===== src/rtl/llc_mem_adapter_pkg.sv =====
// Shared types for the LLC memory adapter: line geometry,
// request attribute types and the adapter FSM state encoding.
package llc_mem_adapter_pkg;

  localparam int BITS_PER_LINE    = 128;
  localparam int WORD_OFFSET_BITS = 1;

  typedef logic [1:0]  hprot_t;
  typedef logic [2:0]  hsize_t;
  typedef logic [27:0] line_addr_t;

  typedef enum logic [2:0] {
    IDLE,
    CMD,
    WDATA,
    WACK,
    RDATA,
    RSP
  } mem_adapter_state_t;

endpackage


===== src/rtl/llc_mem_line_shifter.sv =====
// Line buffer with beat-indexed read/write and the beat counter
// shared by the write serializer and the read collector.
module llc_mem_line_shifter #(
  parameter int  LINE_BITS = 128,
  parameter int  BEAT_BITS = 64,
  localparam int CNT_W     = $clog2(LINE_BITS / BEAT_BITS)
) (
  input  logic                 clk,
  input  logic                 rst,
  input  logic                 load_i,
  input  logic [LINE_BITS-1:0] line_i,
  input  logic                 wr_i,
  input  logic [BEAT_BITS-1:0] beat_i,
  input  logic                 adv_i,
  output logic [LINE_BITS-1:0] line_o,
  output logic [BEAT_BITS-1:0] beat_o,
  output logic [CNT_W-1:0]     cnt_o
);

  localparam int IDX_W = $clog2(LINE_BITS);
  localparam int BSH   = $clog2(BEAT_BITS);

  logic [LINE_BITS-1:0] line_q, line_d;
  logic [CNT_W-1:0]     cnt_q, cnt_d;
  logic [IDX_W-1:0]     base;

  // Beat offset is cnt scaled by the beat width.
  assign base = {cnt_q, {BSH{1'b0}}};

  always_comb begin
    line_d = line_q;
    cnt_d  = cnt_q;
    if (load_i) begin
      line_d = line_i;
      cnt_d  = '0;
    end else if (wr_i) begin
      line_d[base +: BEAT_BITS] = beat_i;
      cnt_d = cnt_q + 1'b1;
    end else if (adv_i) begin
      cnt_d = cnt_q + 1'b1;
    end
  end

  always_ff @(posedge clk or negedge rst) begin
    if (!rst) begin
      line_q <= '0;
      cnt_q  <= '0;
    end else begin
      line_q <= line_d;
      cnt_q  <= cnt_d;
    end
  end

  assign line_o = line_q;
  assign beat_o = line_q[base +: BEAT_BITS];
  assign cnt_o  = cnt_q;

endmodule


===== src/rtl/llc_mem_adapter.sv =====
// LLC line <-> narrow burst memory adapter, one transaction at a time.
// LLC_MEM_WR_ACK_EN adds the write-acknowledge channel and WACK state.
module llc_mem_adapter
  import llc_mem_adapter_pkg::*;
#(
  parameter int LINE_BITS   = BITS_PER_LINE,
  parameter int BEAT_BITS   = 64,
  parameter int ADDR_BITS   = 32,
  parameter int OFFSET_BITS = 4
) (
  input  logic                          clk,
  input  logic                          rst,
  input  logic                          req_valid,
  output logic                          req_ready,
  input  logic                          req_hwrite,
  input  logic [2:0]                    req_hsize,
  input  logic [1:0]                    req_hprot,
  input  logic [ADDR_BITS-OFFSET_BITS-1:0] req_addr,
  input  logic [LINE_BITS-1:0]          req_line,
  output logic                          rsp_valid,
  input  logic                          rsp_ready,
  output logic [LINE_BITS-1:0]          rsp_line,
  output logic                          mem_cmd_valid,
  input  logic                          mem_cmd_ready,
  output logic                          mem_cmd_write,
  output logic [ADDR_BITS-1:0]          mem_cmd_addr,
  output logic [7:0]                    mem_cmd_len,
  output logic [1:0]                    mem_cmd_hprot,
  output logic                          mem_wdata_valid,
  input  logic                          mem_wdata_ready,
  output logic [BEAT_BITS-1:0]          mem_wdata,
  output logic                          mem_wdata_last,
  input  logic                          mem_rdata_valid,
  output logic                          mem_rdata_ready,
  input  logic [BEAT_BITS-1:0]          mem_rdata,
  input  logic                          mem_rdata_last,
`ifdef LLC_MEM_WR_ACK_EN
  input  logic                          mem_wack_valid,
  output logic                          mem_wack_ready,
`endif
  output logic                          busy,
  output logic                          protocol_err
);

  localparam int LA_W  = ADDR_BITS - OFFSET_BITS;
  localparam int BEATS = LINE_BITS / BEAT_BITS;
  localparam int CNT_W = $clog2(BEATS);
  localparam logic [CNT_W-1:0] LAST_CNT = CNT_W'(BEATS - 1);
`ifdef LLC_MEM_WR_ACK_EN
  localparam mem_adapter_state_t WR_DONE = WACK;
`else
  localparam mem_adapter_state_t WR_DONE = IDLE;
`endif

  mem_adapter_state_t state_q, state_d;
  logic       err_q, err_d;
  logic       hwrite_q;
  hprot_t     hprot_q;
  logic [LA_W-1:0] addr_q;
  logic       req_ready_q, cmd_valid_q, wdata_valid_q;
  logic       rdata_ready_q, rsp_valid_q, busy_q, wack_ready_q;
  logic       req_fire, cmd_fire, wd_fire, rd_fire, rsp_fire, wack_fire;
  logic       last_beat;
  logic [CNT_W-1:0]     cnt;
  logic [LINE_BITS-1:0] line;
  logic [BEAT_BITS-1:0] beat;
  hsize_t     hsize_unused;

  assign hsize_unused = req_hsize;

  assign req_fire  = req_ready_q & req_valid;
  assign cmd_fire  = cmd_valid_q & mem_cmd_ready;
  assign wd_fire   = wdata_valid_q & mem_wdata_ready;
  assign rd_fire   = rdata_ready_q & mem_rdata_valid;
  assign rsp_fire  = rsp_valid_q & rsp_ready;
  assign last_beat = (cnt == LAST_CNT);
`ifdef LLC_MEM_WR_ACK_EN
  assign wack_fire = wack_ready_q & mem_wack_valid;
`else
  assign wack_fire = 1'b0;
`endif

  llc_mem_line_shifter #(
    .LINE_BITS (LINE_BITS),
    .BEAT_BITS (BEAT_BITS)
  ) u_shifter (
    .clk    (clk),
    .rst    (rst),
    .load_i (req_fire),
    .line_i (req_line),
    .wr_i   (rd_fire),
    .beat_i (mem_rdata),
    .adv_i  (wd_fire),
    .line_o (line),
    .beat_o (beat),
    .cnt_o  (cnt)
  );

  always_comb begin
    state_d = state_q;
    err_d   = err_q;
    unique case (state_q)
      IDLE:  if (req_fire) state_d = CMD;
      CMD:   if (cmd_fire) state_d = hwrite_q ? WDATA : RDATA;
      WDATA: if (wd_fire && last_beat) state_d = WR_DONE;
      WACK:  if (wack_fire || WR_DONE == IDLE) state_d = IDLE;
      RDATA: begin
        // Framing check only; completion follows the local count.
        if (rd_fire) begin
          if (mem_rdata_last != last_beat) err_d = 1'b1;
          if (last_beat) state_d = RSP;
        end
      end
      RSP:   if (rsp_fire) state_d = IDLE;
      default: state_d = IDLE;
    endcase
  end

  always_ff @(posedge clk or negedge rst) begin
    if (!rst) begin
      state_q       <= IDLE;
      err_q         <= 1'b0;
      hwrite_q      <= 1'b0;
      hprot_q       <= '0;
      addr_q        <= '0;
      req_ready_q   <= 1'b1;
      cmd_valid_q   <= 1'b0;
      wdata_valid_q <= 1'b0;
      rdata_ready_q <= 1'b0;
      rsp_valid_q   <= 1'b0;
      wack_ready_q  <= 1'b0;
      busy_q        <= 1'b0;
    end else begin
      state_q       <= state_d;
      err_q         <= err_d;
      req_ready_q   <= (state_d == IDLE);
      cmd_valid_q   <= (state_d == CMD);
      wdata_valid_q <= (state_d == WDATA);
      rdata_ready_q <= (state_d == RDATA);
      rsp_valid_q   <= (state_d == RSP);
      wack_ready_q  <= (state_d == WACK);
      busy_q        <= (state_d != IDLE);
      if (req_fire) begin
        hwrite_q <= req_hwrite;
        hprot_q  <= req_hprot;
        addr_q   <= req_addr;
      end
    end
  end

  assign req_ready       = req_ready_q;
  assign rsp_valid       = rsp_valid_q;
  assign rsp_line        = line;
  assign mem_cmd_valid   = cmd_valid_q;
  assign mem_cmd_write   = hwrite_q;
  assign mem_cmd_addr    = {addr_q, {OFFSET_BITS{1'b0}}};
  assign mem_cmd_len     = cmd_valid_q ? 8'(BEATS - 1) : 8'd0;
  assign mem_cmd_hprot   = hprot_q;
  assign mem_wdata_valid = wdata_valid_q;
  assign mem_wdata       = beat;
  assign mem_wdata_last  = wdata_valid_q & last_beat;
  assign mem_rdata_ready = rdata_ready_q;
  assign busy            = busy_q;
  assign protocol_err    = err_q;
`ifdef LLC_MEM_WR_ACK_EN
  assign mem_wack_ready  = wack_ready_q;
`else
  logic wack_unused;
  assign wack_unused = wack_ready_q | wack_fire;
`endif

endmodule


===== config.mk =====
export PLATFORM = sky130hd
export DESIGN_NAME = llc_mem_adapter
export DESIGN_NICKNAME = d
export VERILOG_FILES = /design/src/rtl/llc_mem_adapter_pkg.sv /design/src/rtl/llc_mem_line_shifter.sv /design/src/rtl/llc_mem_adapter.sv
export SDC_FILE = /design/constraint.sdc
export NUM_CORES = 1
export LEC_CHECK = 0
export ABC_CLOCK_PERIOD_IN_PS = 1600
export BUFFER_PORTS_ARGS = -buffer_cell sky130_fd_sc_hd__buf_2
export CORE_AREA = 3 3 182 184
export CTS_CLUSTER_SIZE = 28
export DETAILED_ROUTE_END_ITERATION = 10
export DIE_AREA = 0 0 185 187
export PLACE_DENSITY = 0.56
export SETUP_SLACK_MARGIN = 0.15
export SLEW_MARGIN = 30
export SYNTH_ARGS = -nofsm -noshare
export SYNTH_HDL_FRONTEND = slang
export SYNTH_SLANG_ARGS = --single-unit

===== constraint.sdc =====
create_clock -name clk -period 1.6 [get_ports clk]
set_input_delay 0.24 -clock clk [delete_from_list [all_inputs] [get_ports clk]]
set_output_delay 0.24 -clock clk [all_outputs]
set_load 0.05 [all_outputs]

Yosys cells after proc, flatten, opt, wreduce, memory -nomap -nowiden:

Index checks and enable logic that the tools add are counted.

* reductions and logical operators: 7
* mux-type cells: 15
* bitwise gates (word level): 6
* order comparisons: 0
* equality and inequality tests: 9
* div/mod/pow operators: 0
* add/sub/neg operators: 2
* shift operators: 3
* multipliers: 0

Operators with widths (count)
* 2-to-1 mux 128 bit: 2
* bitwise mux 128 bit: 1
* variable shift 64 x 9 -> 128 bit (first input constant): 1
* variable part select 128 x 8 -> 64 bit: 1
* variable part select 64 x 9 -> 128 bit: 1
* 2-to-1 mux 3 bit: 7
* one-hot mux 3 bit (5 select lines): 1
* equality test 3 bit (second input constant): 4
* negator 7 -> 9 bit: 1
* bitwise AND 1 bit: 6
* equality test 3 x 1 -> 1 bit (second input constant): 2
* equality test 3 x 2 -> 1 bit (second input constant): 2
* zero test 3 bit: 2
* nonzero test 3 bit: 2
* 2-to-1 mux 1 bit: 4
* AND reduction 3 bit: 1
* nonzero test 2 bit: 1
* adder 1 bit (second input constant): 1
* logical AND 1 bit: 1
* inequality test 1 bit: 1

* logic and storage cells: 55
* bits in latches: 0
* input bits: 234
* bits in registers: 170
* ROM bits: 0
* memories kept: 0
* output and inout port bits: 243
* bits in writable memories: 0

Logic depth before layout (Yosys ltp):

Gate-level depths: netlist of run 1.

* word-level depth: 5
* mapped depth: 7
* gate-level depth less buffers: 4

By module:

A second synthesis of run 1 with hierarchy kept.

* cell total of the unflattened synthesis: 853
* area total of the unflattened synthesis: 9614.2 µm²

Modules (own cells, without submodules)
* llc_mem_line_shifter: cells each 738, area an instance 7940.1 µm², sequential area each 3228.1 µm², times used 1
* llc_mem_adapter: cells each 115, area an instance 1674.1 µm², sequential area each 1027.2 µm², times used 1

Worst setup path after synthesis of run 1:

No wires, ideal clock.

* path type: register -> register
* from: register req_ready_q (netlist: req_ready)
* to: register addr_q[0]
* required time: 1475 ps
* path buffers: 3
* cell stages (with the launch flop): 6
* period minus slack after synthesis: 1783 ps
* path slack: -183 ps
* library setup time: 125 ps
* arrival: 1659 ps
* path through: dfstp_2 -> and2_4 -> buf_6 -> buf_4 -> buf_2 -> mux2_2

* word-level cells in the longest chain between the ends: 1

Ends and longest elaborated chain
* start: declaration: line llc_mem_adapter.sv:60 `logic req_ready_q, cmd_valid_q, wdata_valid_q;`
* start signal: assignment: line llc_mem_adapter.sv:136 `req_ready_q <= (state_d == IDLE);`
* bitwise AND 1 bit: line llc_mem_adapter.sv:71 `assign req_fire = req_ready_q & req_valid;`
* end signal: assignment: line llc_mem_adapter.sv:146 `addr_q <= req_addr;`
* end: declaration: line llc_mem_adapter.sv:59 `logic [LA_W-1:0] addr_q;`

No other way between the ends.
A chain may end at the register's enable or synchronous reset.

Worst setup path after layout of run 1:

* from: register u_shifter.cnt_q (netlist: u_shifter.cnt_o)
* to: output port mem_wdata[43]

* word-level cells in the longest chain between the ends: 1

Ends and longest elaborated chain
* start: declaration: line llc_mem_line_shifter.sv:24 `logic [CNT_W-1:0] cnt_q, cnt_d;`
* start signal: assignment: line llc_mem_line_shifter.sv:50 `cnt_q <= cnt_d;`
* variable part select 128 x 8 -> 64 bit: line llc_mem_line_shifter.sv:55 `assign beat_o = line_q[base +: BEAT_BITS];`
* end: declaration: line llc_mem_adapter.sv:31 `output logic [BEAT_BITS-1:0] mem_wdata,`

No other way between the ends.

==> results.json, run 1 <==
{
  "yosysTopAreaCell": "dfrtp_1",
  "core_area_um2": 31600,
  "fmax_ghz": 0.495,
  "first_iter_violations": 246,
  "yosysMostFrequentCell": "dfrtp_1",
  "ys_top_cells_by_area": "dfrtp_1, mux2i_1, mux2_2",
  "die_height_um": 187,
  "r2r-end": "u_shifter.line_o[49]",
  "yosys-top-cells-count": "dfrtp_1, nand2_1, mux2i_1, o21ai_0, mux2_2",
  "hold_class": "input pin to flip-flop",
  "nFillCells": 2935,
  "pre_cts_ws_ps": 27.0,
  "ir_worst_vdd_uv": 1570,
  "post_dp_cell_area_um2": 11400,
  "power.total_uw": 37800,
  "crit_chain": "buf_12 -> buf_16 -> mux2_4 -> buf_8",
  "synth_adder_area_share": 0,
  "rrSetupSlack_ps": -10,
  "die_area_um2": 34600,
  "finalClockSkew_ps": 6.53,
  "grt_pass1_wl_um": 52300,
  "cp_data_required_time_ps": 1360,
  "synth-simple-area-share": 0.0727,
  "ff2ff_path_depth": 7,
  "synth_xor_area_frac": 0.00209,
  "drt-total-wl_um": 35700,
  "internal-power_uw": 17600,
  "area_delta_synth_final_pct": 77.5,
  "clock_path_buffers": 2,
  "portBuffers": 462,
  "ys_seq_elements": 170,
  "slowest_delay_ps": 560,
  "p_seq_frac": 0.218,
  "clkPwrFrac": 0.115,
  "rows": 65,
  "path_class": "flip-flop to output port",
  "synthFlopType": "dfrtp_1",
  "fin_crit_sh": 1.26,
  "regArea_um2": 4270,
  "violations": "negative setup slack",
  "synthArstFlopShare": 1.00,
  "globalplace.congestion": 0.809,
  "slew_viol_final": 0,
  "arrival_ps": 1780,
  "status": "finished with violations",
  "drc_errors": 0,
  "ioPinCount": 477,
  "numCtsBuffers": 17,
  "htree_num_levels": 4,
  "holdWs_ps": 21.8,
  "r2r_start": "u_shifter.cnt_o",
  "stdcell_area_um2": 14900,
  "syn_avg_cell_area_um2": 11.1,
  "final_nets": 1606,
  "period_needed_ps": 2020,
  "syn_inst": 751,
  "wl_per_cell_um": 19.9,
  "setup_tns_ps": -23190,
  "cts_root_buf": "clkbuf_16",
  "grt_max_degree": 52,
  "synth_compound_area_frac": 0.0867,
  "netlist_area_um2": 8370,
  "setup_ws_ps": -420,
  "synth_edf_count": 0,
  "dr.pass1.iters": 4,
  "setup_viol": 75,
  "swShare": 0.533,
  "drive_gt1_frac": 0.519,
  "netlist.area_leader.share": 0.505,
  "antenna_found_initial": 3,
  "vias": 8279,
  "p_leak_uw": 0.00793,
  "p_per_area_nw_per_um2": 2540,
  "whs_path_depth": 3,
  "start_util": 0.265,
  "crit_fanout": 8,
  "rsz0062_at_grt": "yes",
  "synth.distinct_cells": 32,
  "clock_latency_ps": 440,
  "viasPerCell": 4.63,
  "p_sw_uw": 20100,
  "cts_tree": "yes",
  "end_kind": "output port",
  "cp_slowest_cell": "dfrtp_4",
  "comb_power_share": 0.667,
  "ant_nets": 0,
  "grt-ovfl-total": 0,
  "synth-seq-area-share": 0.508,
  "finalHoldViolCount": 0,
  "cp-startpoint": "u_shifter.cnt_o",
  "synth_top_family_by_area": "multiplexers",
  "clk_pin_slew_ps": 70,
  "hpwl_um": 23200,
  "min_delay_worst_endpoint": "u_shifter.line_o[126]",
  "cp-start-kind": "flip-flop",
  "grt_util_all_layers": 0.198,
  "yosys_warnings": 0,
  "holdCritStartpoint": "req_line[126]",
  "numClockSinks": 170,
  "multi_input_area_um2": 4170,
  "synthMuxAreaShare": 0.281,
  "maxCapViolCount": 0,
  "grt_pass1_vias": 8790,
  "die_w_um": 185
}
## layout make-up
type,count,area share
Clock buffer,20,0.0307
Multi-Input combinational cell,525,0.281
Antenna cell,2,0.000337
Timing Repair Buffer,656,0.357
Inverter,2,0.000505
Sequential cell,170,0.287
Tap cell,402,0.0339
Clock inverter,11,0.00969
## power by group through the flow
stage / Combinational [uW] / Sequential (uW) / Clock (uW)
global route: 26300 / 8530 / 4660
finish: 25200 / 8240 / 4340
floorplan: 8950 / 14900 / 0
detailed placement: 21000 / 8200 / 0
global placement: 20900 / 8130 / 0
CTS: 24400 / 8200 / 4490
## worst max path at each step
stage	cells past startpoint	end	slack, ps
2_1_floorplan	5	addr_q[0]	-90
3_3_place_gp	3	mem_wdata[15]	40
3_5_place_dp	3	mem_wdata[23]	30
4_1_cts	4	mem_wdata[43]	-470
5_1_grt	4	mem_wdata[43]	-480
6_report	4	mem_wdata[43]	-420
## cell usage in the layout (no fill, tap or decap), drive strengths merged
cell / synthesis / layout
dfstp: 1 / 1
nor3: 2 / 2
o221ai: 1 / 1
a41o: 1 / 1
clkinv: 0 / 6
a22oi: 2 / 2
and2: 2 / 3
clkbuf: 15 / 24
dlygate4sd3: 0 / 96
or4: 2 / 2
mux2: 94 / 94
a21oi: 4 / 4
conb: 1 / 11
buf: 51 / 555
nand3b: 1 / 1
clkinvlp: 0 / 1
o21ai: 129 / 129
inv: 2 / 3
nand2: 132 / 132
nor2: 3 / 3
diode: 0 / 2
dfrtp: 169 / 169
nand3: 5 / 6
mux2i: 129 / 129
or3: 1 / 1
nor2b: 2 / 2
bufbuf: 0 / 1
xor2: 1 / 1
bufinv: 0 / 3
xnor2: 1 / 1
## cells by family after synthesis
family / count (synthesis)
AO/OA/AOI/OAI: 137
XOR/XNOR: 2
buffers and inverters: 68
flip-flops: 170
multiplexers: 223
other: 1
AND/OR/NAND/NOR: 150
## worst max-delay path, delay by kind of cell (launching register included)
family / cells / cell delay (ps)
buf+inv: 3 / 470
flops: 1 / 560
mux: 1 / 320
## routing by layer
| layer | wire length (um) | share of wire | vias to the layer above | GRT usage |
|---|---|---|---|---|
| met4 | 1080 | 0.030 | 2 | 0.0707 |
| met2 | 18300 | 0.51 | 345 | 0.358 |
| met1 | 13800 | 0.39 | 4029 | 0.222 |
| met5 | 13 | 0.00036 | - | 0 |
| met3 | 2440 | 0.069 | 45 | 0.0541 |
| li1 | - | - | 3858 | - |
## sequential cells by signal (all words and copies together), names as in the netlist
register and cells:
req_ready 1, state_q 3, busy 1, mem_cmd_valid 1
u_shifter.cnt_o 1, mem_rdata_ready 1, mem_cmd_write 1, addr_q 28
u_shifter.line_o 128, mem_cmd_hprot 2, rsp_valid 1, mem_wdata_valid 1
protocol_err 1
## through the flow
stage                     utilization  instances
after floorplan                     -        761
after global placement          0.362       1600
after detailed placement        0.362       1600
after CTS                       0.458       1776
after global routing            0.471       1788
final                           0.471       1788
## timing repair
action	in CTS	in global routing
gates cloned	26	2
pin swaps	3	13
endpoints found under the setup margin	210	235
gates resized for setup	240	83
hold buffers	96	0
hold endpoints to repair	129	0
buffers inserted	23	8
Power figures use the tool's default switching activity.
==> run 2: changes to the inputs <==
--- a/config.mk
+++ b/config.mk
@@ -11,7 +11,6 @@
 export CTS_CLUSTER_SIZE = 28
 export DETAILED_ROUTE_END_ITERATION = 10
 export DIE_AREA = 0 0 185 187
-export PLACE_DENSITY = 0.56
 export SETUP_SLACK_MARGIN = 0.15
 export SLEW_MARGIN = 30
 export SYNTH_ARGS = -nofsm -noshare
==> results.json, run 2 (synthesis results as in run 1) <==
{
  "status": "finished with violations",
  "violations": "negative setup slack",
  "ir_worst_vdd_uv": 1870,
  "antenna_found_initial": 2,
  "cp_slowest_cell": "dfrtp_4",
  "cts_tree": "yes",
  "first_iter_violations": 283,
  "whs_path_depth": 3,
  "r2r-end": "busy",
  "r2r_start": "u_shifter.cnt_o",
  "grt_util_all_layers": 0.191,
  "clk_pin_slew_ps": 70,
  "clock_path_buffers": 2,
  "ff2ff_path_depth": 7,
  "ant_nets": 0,
  "final_cell_mix": "buf_2, dfrtp_1, nand2_1, mux2i_1, dlygate4sd3_1",
  "period_needed_ps": 1950,
  "grt-ovfl-total": 0,
  "drc_errors": 0,
  "drt-total-wl_um": 35100,
  "die_w_um": 185,
  "numCtsBuffers": 17,
  "numClockSinks": 170,
  "core_area_um2": 31600,
  "clock_latency_ps": 430,
  "wl_per_cell_um": 19.4,
  "grt_max_degree": 62,
  "arrival_ps": 1710,
  "dr.pass1.iters": 4,
  "min_delay_worst_endpoint": "u_shifter.line_o[40]",
  "cp_data_required_time_ps": 1360,
  "finalHoldViolCount": 0,
  "rsz0062_at_grt": "yes",
  "grt_pass1_vias": 8606,
  "slew_viol_final": 0,
  "cts_root_buf": "clkbuf_16",
  "path_class": "flip-flop to output port",
  "slowest_delay_ps": 490,
  "final_nets": 1627,
  "fmax_ghz": 0.512,
  "hpwl_um": 22900,
  "final_common_cell": "buf_2",
  "setup_tns_ps": -41720,
  "crit_fanout": 8,
  "vias": 8240,
  "finalClockSkew_ps": 6.05,
  "crit_chain": "buf_4 -> buf_8 -> mux2_4 -> buf_6",
  "drive_gt1_frac": 0.504,
  "rows": 65,
  "rrSetupSlack_ps": -260,
  "holdCritStartpoint": "req_line[40]",
  "setup_ws_ps": -353,
  "htree_num_levels": 4,
  "p_leak_uw": 0.00793,
  "portBuffers": 462,
  "maxCapViolCount": 0,
  "die_height_um": 187,
  "viasPerCell": 4.56,
  "globalplace.congestion": 0.808,
  "area_delta_synth_final_pct": 77.4,
  "hold_class": "input pin to flip-flop",
  "nFillCells": 2877,
  "largest_reg_flops": 128,
  "start_util": 0.265,
  "end_kind": "output port",
  "grt_pass1_wl_um": 50700,
  "cp-start-kind": "flip-flop",
  "p_per_area_nw_per_um2": 2510,
  "ioPinCount": 477,
  "pre_cts_ws_ps": -17.2,
  "die_area_um2": 34600,
  "setup_viol": 193,
  "fin_crit_sh": 1.22
}
## run 2: cell types whose count changed in the layout (fill, tap and decap cells not counted), moves of 3 or more
cell,before,now
buf_16,26,13
buf_2,399,390
buf_8,10,4
buf_12,17,23
mux2_2,14,36
clkbuf_16,19,22
o21ai_0,63,54
buf_4,33,40
mux2i_1,122,125
o21ai_1,65,75
mux2_4,80,58
buf_6,70,83
dlygate4sd3_1,96,116
## run 2: layout make-up
class,count,area (um^2),share of cell area
repair buffers,678,5460,0.367
flip-flops and latches,170,4260,0.287
multi-input cells,524,4030,0.271
well taps,402,503,0.0339
clock buffers,23,478,0.0322
clock inverters,9,111,0.00750
inverters,2,7.51,0.000506
diodes,1,2.50,0.000169
## run 2: metrics by stage
step	std cells	hold WS, ps	cell area (um^2)	power [uW]	util
finish	1809	34.2	14800	37300	0.471
global route	1809	8.92	14800	39000	0.471
CTS	1783	0.269	14300	36400	0.454
detailed placement	1600	179	11500	29200	0.364
global placement	1600	184	11500	29100	0.364
floorplan	761	-55.6	8570	23900	-
## run 2: timing repair
action / 4_1_cts / 5_1_grt
buffers inserted: 20 / 18
hold endpoints to repair: 137 / 0
pin swaps: 1 / 6
endpoints found under the setup margin: 206 / 232
cloned: 15 / 7
hold buffers: 116 / 0
gates resized for setup: 149 / 140
## run 2: per-layer routing
layer / global-route usage / wire length (um) / up-vias
met3: 0.0475 / 2330 / 32
met2: 0.341 / 17800 / 360
met1: 0.227 / 14400 / 3950
met5: 0 / 13 / -
met4: 0.0519 / 563 / 2
li1: - / - / 3896
## run 2: worst max-delay path by stage
| stage | start | to | slack, ps | depth (start not counted) |
|---|---|---|---|---|
| after detailed placement | u_shifter.cnt_o | u_shifter.line_o[36] | -20 | 5 |
| after CTS | u_shifter.cnt_o | mem_wdata[3] | -420 | 3 |
| after floorplan | req_ready | addr_q[0] | -90 | 5 |
| final | u_shifter.cnt_o | mem_wdata[50] | -350 | 4 |
| after global routing | u_shifter.cnt_o | mem_wdata[63] | -410 | 4 |
| after global placement | u_shifter.cnt_o | mem_wdata[3] | 2 | 3 |
## run 2: critical path: cells and delay by family, from the launching register on
family	cells	cell delay, ps
flip-flops	1	490
buffers and inverters	3	470
multiplexers	1	320
## run 2: where the power goes
group          leakage, uW  switching [uW]  total, uW  internal (uW)
sequential         0.00207            1690       8110           6420
combinational      0.00557           16400      24900           8470
clock             0.000285            1840       4280           2440
total              0.00793           20000      37300          17300
==> run 3: changes to the inputs <==
--- a/config.mk
+++ b/config.mk
@@ -12,6 +12,7 @@
 export DETAILED_ROUTE_END_ITERATION = 10
 export DIE_AREA = 0 0 185 187
 export SETUP_SLACK_MARGIN = 0.15
+export SKIP_LAST_GASP = 1
 export SLEW_MARGIN = 30
 export SYNTH_ARGS = -nofsm -noshare
 export SYNTH_HDL_FRONTEND = slang
==> results.json, run 3 (synthesis results as in run 1) <==
{
  "status": "finished with violations",
  "violations": "negative setup slack",
  "final_cell_mix": "buf_2, dfrtp_1, nand2_1, mux2i_1, dlygate4sd3_1",
  "arrival_ps": 1730,
  "clock_path_buffers": 2,
  "area_delta_synth_final_pct": 77.8,
  "setup_viol": 193,
  "dr.pass1.iters": 4,
  "hpwl_um": 22900,
  "wl_per_cell_um": 19.7,
  "die_height_um": 187,
  "finalClockSkew_ps": 7.93,
  "nFillCells": 2884,
  "setup_tns_ps": -39400,
  "final_common_cell": "buf_2",
  "antenna_found_initial": 1,
  "crit_fanout": 5,
  "rsz0062_at_grt": "yes",
  "setup_ws_ps": -371,
  "hold_class": "input pin to flip-flop",
  "crit_chain": "buf_8 -> clkbuf_16 -> mux2_4 -> buf_6",
  "path_class": "flip-flop to output port",
  "die_area_um2": 34600,
  "slowest_delay_ps": 510,
  "portBuffers": 462,
  "numClockSinks": 170,
  "largest_reg_flops": 128,
  "htree_num_levels": 4,
  "ir_worst_vdd_uv": 1950,
  "drt-total-wl_um": 35600,
  "busiest_layer": "met2",
  "antenna_cells": 0,
  "rows": 65,
  "core_area_um2": 31600,
  "slew_viol_final": 0,
  "cp_slowest_cell": "dfrtp_4",
  "ioPinCount": 477,
  "final_nets": 1628,
  "drive_gt1_frac": 0.504,
  "met1_usage": 0.226,
  "viasPerCell": 4.56,
  "p_leak_uw": 0.00795,
  "period_needed_ps": 1970,
  "globalplace.congestion": 0.808,
  "drc_errors": 0,
  "clk_pin_slew_ps": 70,
  "final_util": 0.472,
  "vias": 8256,
  "use_met3": 0.0469,
  "clock_latency_ps": 440,
  "cts_root_buf": "clkbuf_16",
  "end_kind": "output port",
  "fmax_ghz": 0.507,
  "grt_util_all_layers": 0.189,
  "grt_pass1_wl_um": 50300,
  "p_per_area_nw_per_um2": 2510,
  "grt_max_degree": 62,
  "first_iter_violations": 271,
  "ant_nets": 0,
  "fin_crit_sh": 1.23,
  "grt-ovfl-total": 0,
  "cts_tree": "yes",
  "die_w_um": 185,
  "grt_pass1_vias": 8611,
  "use_met2": 0.335,
  "pre_cts_ws_ps": -17.2,
  "cp-start-kind": "flip-flop",
  "cp_data_required_time_ps": 1360,
  "maxCapViolCount": 0,
  "start_util": 0.265,
  "finalHoldViolCount": 0,
  "numCtsBuffers": 17
}
-- run 3: cell count changes in the layout (fill, tap and decap cells not counted), sizes merged --
cell   before  now
diode       1    0
buf       553  554
-- run 3: final timing paths --
check	startpoint	to	slack, ps	depth (start not counted)
worst max-delay path	u_shifter.cnt_o	mem_wdata[56]	-370	4
worst min-delay path	req_line[54]	u_shifter.line_o[54]	30	3
worst max register to register	u_shifter.cnt_o	busy	-210	7
worst min register to register	protocol_err	protocol_err	490	1
max in group asynchronous	rst	u_shifter.line_o[119]	680	3
min in group asynchronous	rst	u_shifter.line_o[101]	290	2
-- run 3: final cells by class --
| cell class | count | area [um^2] | share of cell area |
|---|---|---|---|
| clock buffers | 23 | 478 | 0.0321 |
| clock inverters | 9 | 111 | 0.00748 |
| inverters | 2 | 7.51 | 0.000504 |
| multi-input cells | 524 | 4020 | 0.270 |
| flip-flops and latches | 170 | 4260 | 0.287 |
| well taps | 402 | 503 | 0.0338 |
| repair buffers | 679 | 5500 | 0.369 |
-- run 3: what timing repair did --
action                                 in CTS  in global routing
setup endpoints to repair                 206                231
pin swaps                                   1                  4
gates resized for setup                    72                223
endpoints found under the hold margin     137                  0
gates cloned                               15                  8
hold buffers                              116                  0
buffers inserted                           20                 18
-- run 3: report_power, final --
part	switching (uW)	internal, uW
Combinational	16400	8510
Clock	1860	2440
Sequential	1710	6420
-- run 3: stage by stage --
step / power, uW / hold slack [ps] / cell area, um^2 / instances
finish: 37400 / 33.4 / 14900 / 1809
CTS: 35400 / 0.269 / 14100 / 1783
detailed placement: 29200 / 179 / 11500 / 1600
global placement: 29100 / 184 / 11500 / 1600
global route: 39100 / 9.55 / 14900 / 1809
floorplan: 23900 / -55.6 / 8570 / 761
-- run 3: critical path, delay by kind of cell, from the launching register on --
| family | cells | cell delay [ps] |
|---|---|---|
| buf+inv | 3 | 480 |
| mux | 1 | 310 |
| flops | 1 | 510 |
-- run 3: routing by layer --
metal  vias to the layer above  share of wire
met4                         2          0.017
met1                      3974           0.40
met2                       353           0.51
met5                         -        0.00037
met3                        36          0.070
li1                       3891              -
